### src/rtl/gray_codec_pipe.sv
// Pipelined binary<->Gray converter with valid/ready flow control.
// Each beat carries its own direction; the Gray decode chain is split MSB-first across the stages.
module gray_codec_pipe #(
  parameter int DATA_WIDTH = 8,
  parameter int STAGES     = 2
) (
  input  logic                  iClk,
  input  logic                  iRst,
  input  logic                  iValid,
  output logic                  oReady,
  input  logic                  iMode,
  input  logic [DATA_WIDTH-1:0] iData,
  output logic                  oValid,
  input  logic                  iReady,
  output logic                  oMode,
  output logic [DATA_WIDTH-1:0] oData
);

  localparam int SEG = (DATA_WIDTH + STAGES - 1) / STAGES;

  logic [STAGES-1:0]     validQ;
  logic [STAGES-1:0]     modeQ;
  logic [DATA_WIDTH-1:0] dataQ [STAGES];

  logic [STAGES-1:0]     stageReady;
  logic [STAGES-1:0]     prevValid;
  logic [STAGES-1:0]     prevMode;
  logic [DATA_WIDTH-1:0] prevData [STAGES];
  logic [DATA_WIDTH-1:0] nextData [STAGES];

  // Stage k resolves its own segment of the decode chain; bits above are already binary,
  // bits below are still raw Gray. Encoding finishes entirely in the first stage.
  function automatic logic [DATA_WIDTH-1:0] stageXform(input logic [DATA_WIDTH-1:0] w,
                                                       input logic mode, input int k);
    logic [DATA_WIDTH-1:0] r;
    int hi;
    int lo;
    r  = w;
    hi = DATA_WIDTH - 1 - k * SEG;
    lo = DATA_WIDTH - (k + 1) * SEG;
    if (!mode) begin
      if (k == 0) r = w ^ (w >> 1);
    end else begin
      for (int i = DATA_WIDTH - 2; i >= 0; i--) begin
        if (i <= hi && i >= lo) r[i] = r[i+1] ^ r[i];
      end
    end
    return r;
  endfunction

  // A stage may load when it is empty or anything downstream of it can move.
  always_comb begin
    logic acc;
    stageReady = '0;
    acc = iReady;
    for (int k = STAGES - 1; k >= 0; k--) begin
      acc = acc | ~validQ[k];
      stageReady[k] = acc;
    end
  end

  always_comb begin
    prevValid[0] = iValid;
    prevMode[0]  = iMode;
    prevData[0]  = iData;
    for (int k = 1; k < STAGES; k++) begin
      prevValid[k] = validQ[k-1];
      prevMode[k]  = modeQ[k-1];
      prevData[k]  = dataQ[k-1];
    end
    for (int k = 0; k < STAGES; k++) begin
      nextData[k] = stageXform(prevData[k], prevMode[k], k);
    end
  end

  // Payload registers only load with a valid beat so a stalled output never changes.
  always_ff @(posedge iClk or posedge iRst) begin
    if (iRst) begin
      validQ <= '0;
      modeQ  <= '0;
      for (int k = 0; k < STAGES; k++) dataQ[k] <= '0;
    end else begin
      for (int k = 0; k < STAGES; k++) begin
        if (stageReady[k]) begin
          validQ[k] <= prevValid[k];
          if (prevValid[k]) begin
            dataQ[k] <= nextData[k];
            modeQ[k] <= prevMode[k];
          end
        end
      end
    end
  end

  assign oReady = stageReady[0];
  assign oValid = validQ[STAGES-1];
  assign oMode  = modeQ[STAGES-1];
  assign oData  = dataQ[STAGES-1];

endmodule
### config.mk
export PLATFORM = sky130hd
export DESIGN_NAME = gray_codec_pipe
export DESIGN_NICKNAME = d
export VERILOG_FILES = /design/src/rtl/gray_codec_pipe.sv
export SDC_FILE = /design/constraint.sdc
export NUM_CORES = 1
export LEC_CHECK = 0
export ABC_AREA = 1
export ABC_CLOCK_PERIOD_IN_PS = 3370
export CAP_MARGIN = 40
export CORE_UTILIZATION = 55
export CTS_BUF_LIST = sky130_fd_sc_hd__clkbuf_2
export CTS_CLUSTER_DIAMETER = 30
export CTS_CLUSTER_SIZE = 28
export DETAILED_ROUTE_END_ITERATION = 8
export PLACE_DENSITY = 0.92
export RECOVER_POWER = 25
export SLEW_MARGIN = 10
export SYNTH_ARGS = -nofsm -noshare
export SYNTH_HDL_FRONTEND = slang
export SYNTH_SLANG_ARGS = --single-unit
### constraint.sdc
create_clock -name iClk -period 3.37 [get_ports iClk]
set_clock_uncertainty 0.15 [all_clocks]
set_input_delay 1.011 -clock iClk [delete_from_list [all_inputs] [get_ports iClk]]
set_output_delay 1.011 -clock iClk [all_outputs]
set_load 0.1 [all_outputs]
==> impl_metrics.yaml <==
yosys:
  syn_area_per_cell_um2: 8.14
  synth-simple-area-share_pct: 24.8
  synthXorXnorAreaFrac_pct: 4.11
  synth_top_family_by_area: "simple AND/OR/NAND/NOR gates"
  netlist_instances: 131
  seq_area_frac_synth_pct: 46.9
  synth_top_area_share_pct: 46.9
  synth_fa_ha_area_share_pct: 0
  synth_compound_area_share_pct: 10.1
  synth_top_cell_by_area: "dfrtp_1"
  syn_area_um2: 1070
  synth_warnings: 0
  ys_types: 19
  synth_mux_area_share_pct: 0
  syn-num-nets: 144
  ys_ff_latch: 20
  ys_top_cells_by_area: "dfrtp_1 (47%), nand2_1 (15%), inv_1 (6.0%)"
global_route:
  antenna_found_initial: 0
  grt_max_degree: 21
  grt_pass1_wl_um: 2940
  grt_use_met2_pct: 35.8
  grt_pass1_vias: 751
  grt_util_met3_pct: 3.57
  grt_overflow: 0
  grtUsageTotal_pct: 19.6
  grt_use_met1_pct: 22.5
  grt-busiest-layer: "met2"
drt:
  via_per_inst: 4.91
  routed_wirelength_um: 1710
  route.detailed.drc: 0
  initialDrtViolationCount: 21
  ant_nets: 0
  dr.pass1.iters: 4
  wl_per_cell_um: 9.89
  vias: 849
placement:
  place_inst: 169
  gp_congestion: 0.796
  preCtsSetupSlack_ps: 279
  io_buffers: 23
  hpwl_um: 1360
die:
  rows: 15
  start_util_pct: 60.4
  dieHeight_um: 46.0
  core-area_um2: 1760
  die-area_um2: 2120
  io_pins: 24
  die_w_um: 46.0
cts:
  cts_sinks: 20
  cts_tree: "yes"
  cts_inserted_buffers: 3
  ctsHtreeMaxLevel: 1
  clk_pin_slew_worst_paths_ps: 170
  clock_path_buffers: 2
  cts-root-buf: "clkbuf_2"
  clk-insertion-delay-late_ps: 320
  post-cts-setup-buffers: 0
  cts_hold_buf: 0
  cts_resized: 0
power:
  vdd_drop_max_mv: 0.412
  power_density_nw_per_um2: 745
  power_uw: 931
  cellLeakagePower_nw: 0.649
finish:
  diodes: 0
  area_growth_pct: 17.1
  nFillCells: 149
  final_common_cell: "nand2_1"
  drive_gt1_share_pct: 14.9
  layout_common_cells: "nand2_1 (44), dfrtp_1 (20), inv_1 (17), clkdlybuf4s50_1 (11)"
  stdcell_count: 173
  nets: 162
sta:
  finalSetupTns_ps: 0
  finalCriticalPeriod_ps: 3100
  drv_slew: 0
  tightest_slew_ps: 701
  slew_headroom_pct: 53.2
  grt_setup_unrepaired: "no"
  setup_viol: 0
  finalWorstSetupSlack_ps: 273
  hold_viol: 0
  whs_ps: 357
  period_share_pct: 91.9
  fmax_ghz: 0.323
setup_path:
  start_kind: "input pin"
  crit_arrival_ps: 1940
  crit_fanout: 3
  crit_required_ps: 2210
  end_kind: "output port"
  crit_type: "in -> out"
hold_path:
  worstHoldPathType: "reg -> reg"
job:
  maxCapViolCount: 0
run_status:
  run_status: "finished clean"
[cells in the mapped netlist]
| cell | count |
|---|---|
| a21oi_1 | 4 |
| nand4_1 | 1 |
| nand2_4 | 1 |
| buf_4 | 8 |
| xor2_1 | 5 |
| nand2_1 | 44 |
| a21oi_4 | 1 |
| buf_6 | 2 |
| nand3_2 | 1 |
| nand3_1 | 10 |
| o21ai_0 | 7 |
| nor2_1 | 2 |
| inv_1 | 17 |
| inv_2 | 1 |
| o21ai_1 | 2 |
| nand3b_1 | 1 |
| nand2_2 | 1 |
| o21ai_2 | 3 |
| dfrtp_1 | 20 |
[metal layers]
layer	routed length [um]	part of all wire (%)
met1	730	43
met2	848	50
met3	87	5.1
met4	45	2.6
met5	0	0
[worst max-delay path: stages]
cell             delay [ps]
clkdlybuf4s50_1         410
inv_1                   140
nand3_2                 160
buf_12                  210
[worst paths after layout]
kind,slack [ps],from,to,cells after the start
setup / recovery,270,iReady,oReady,4
hold / removal,360,dataQ[15]$_DFFE_PP0P_,dataQ[15]$_DFFE_PP0P_,2
setup reg to reg,1970,validQ[1]$_DFFE_PP0P_,oData[2]$_DFFE_PP0P_,6
hold reg to reg,360,dataQ[15]$_DFFE_PP0P_,dataQ[15]$_DFFE_PP0P_,2
max in group asynchronous,1570,iRst,dataQ[13]$_DFFE_PP0P_,2
min in group asynchronous,1060,iRst,oData[3]$_DFFE_PP0P_,2
[power by group]
part           internal, mW  switching [mW]
Clock                0.0258          0.0717
Combinational         0.112           0.387
Sequential            0.296          0.0389
[kinds of logic after synthesis]
family                 after synthesis
AND/OR/NAND/NOR                     61
buffers and inverters               28
flip-flops                          20
AO/OA/AOI/OAI                       17
XOR/XNOR                             5
[per-stage QoR]
step | instance area, um2 | util, %
after floorplan | 1070 | -
after global placement | 1230 | 69.7
after detailed placement | 1230 | 69.7
after CTS | 1250 | 70.8
after global routing | 1250 | 70.8
final | 1250 | 70.8
[area by class of cell]
class	instances	area, um2	area share, %
clock inverters	1	3.75	0.301
clock buffers	3	15.0	1.20
repair buffers	23	215	17.2
flip-flops and latches	20	500	40.1
multi-input cells	83	415	33.3
well taps	25	31.3	2.51
inverters	18	67.6	5.41
[flip-flops by register name, indices dropped and copies added (netlist names)]
signal  flops
modeQ       2
validQ      2
dataQ       8
oData       8
Power figures use the tool's default switching activity.
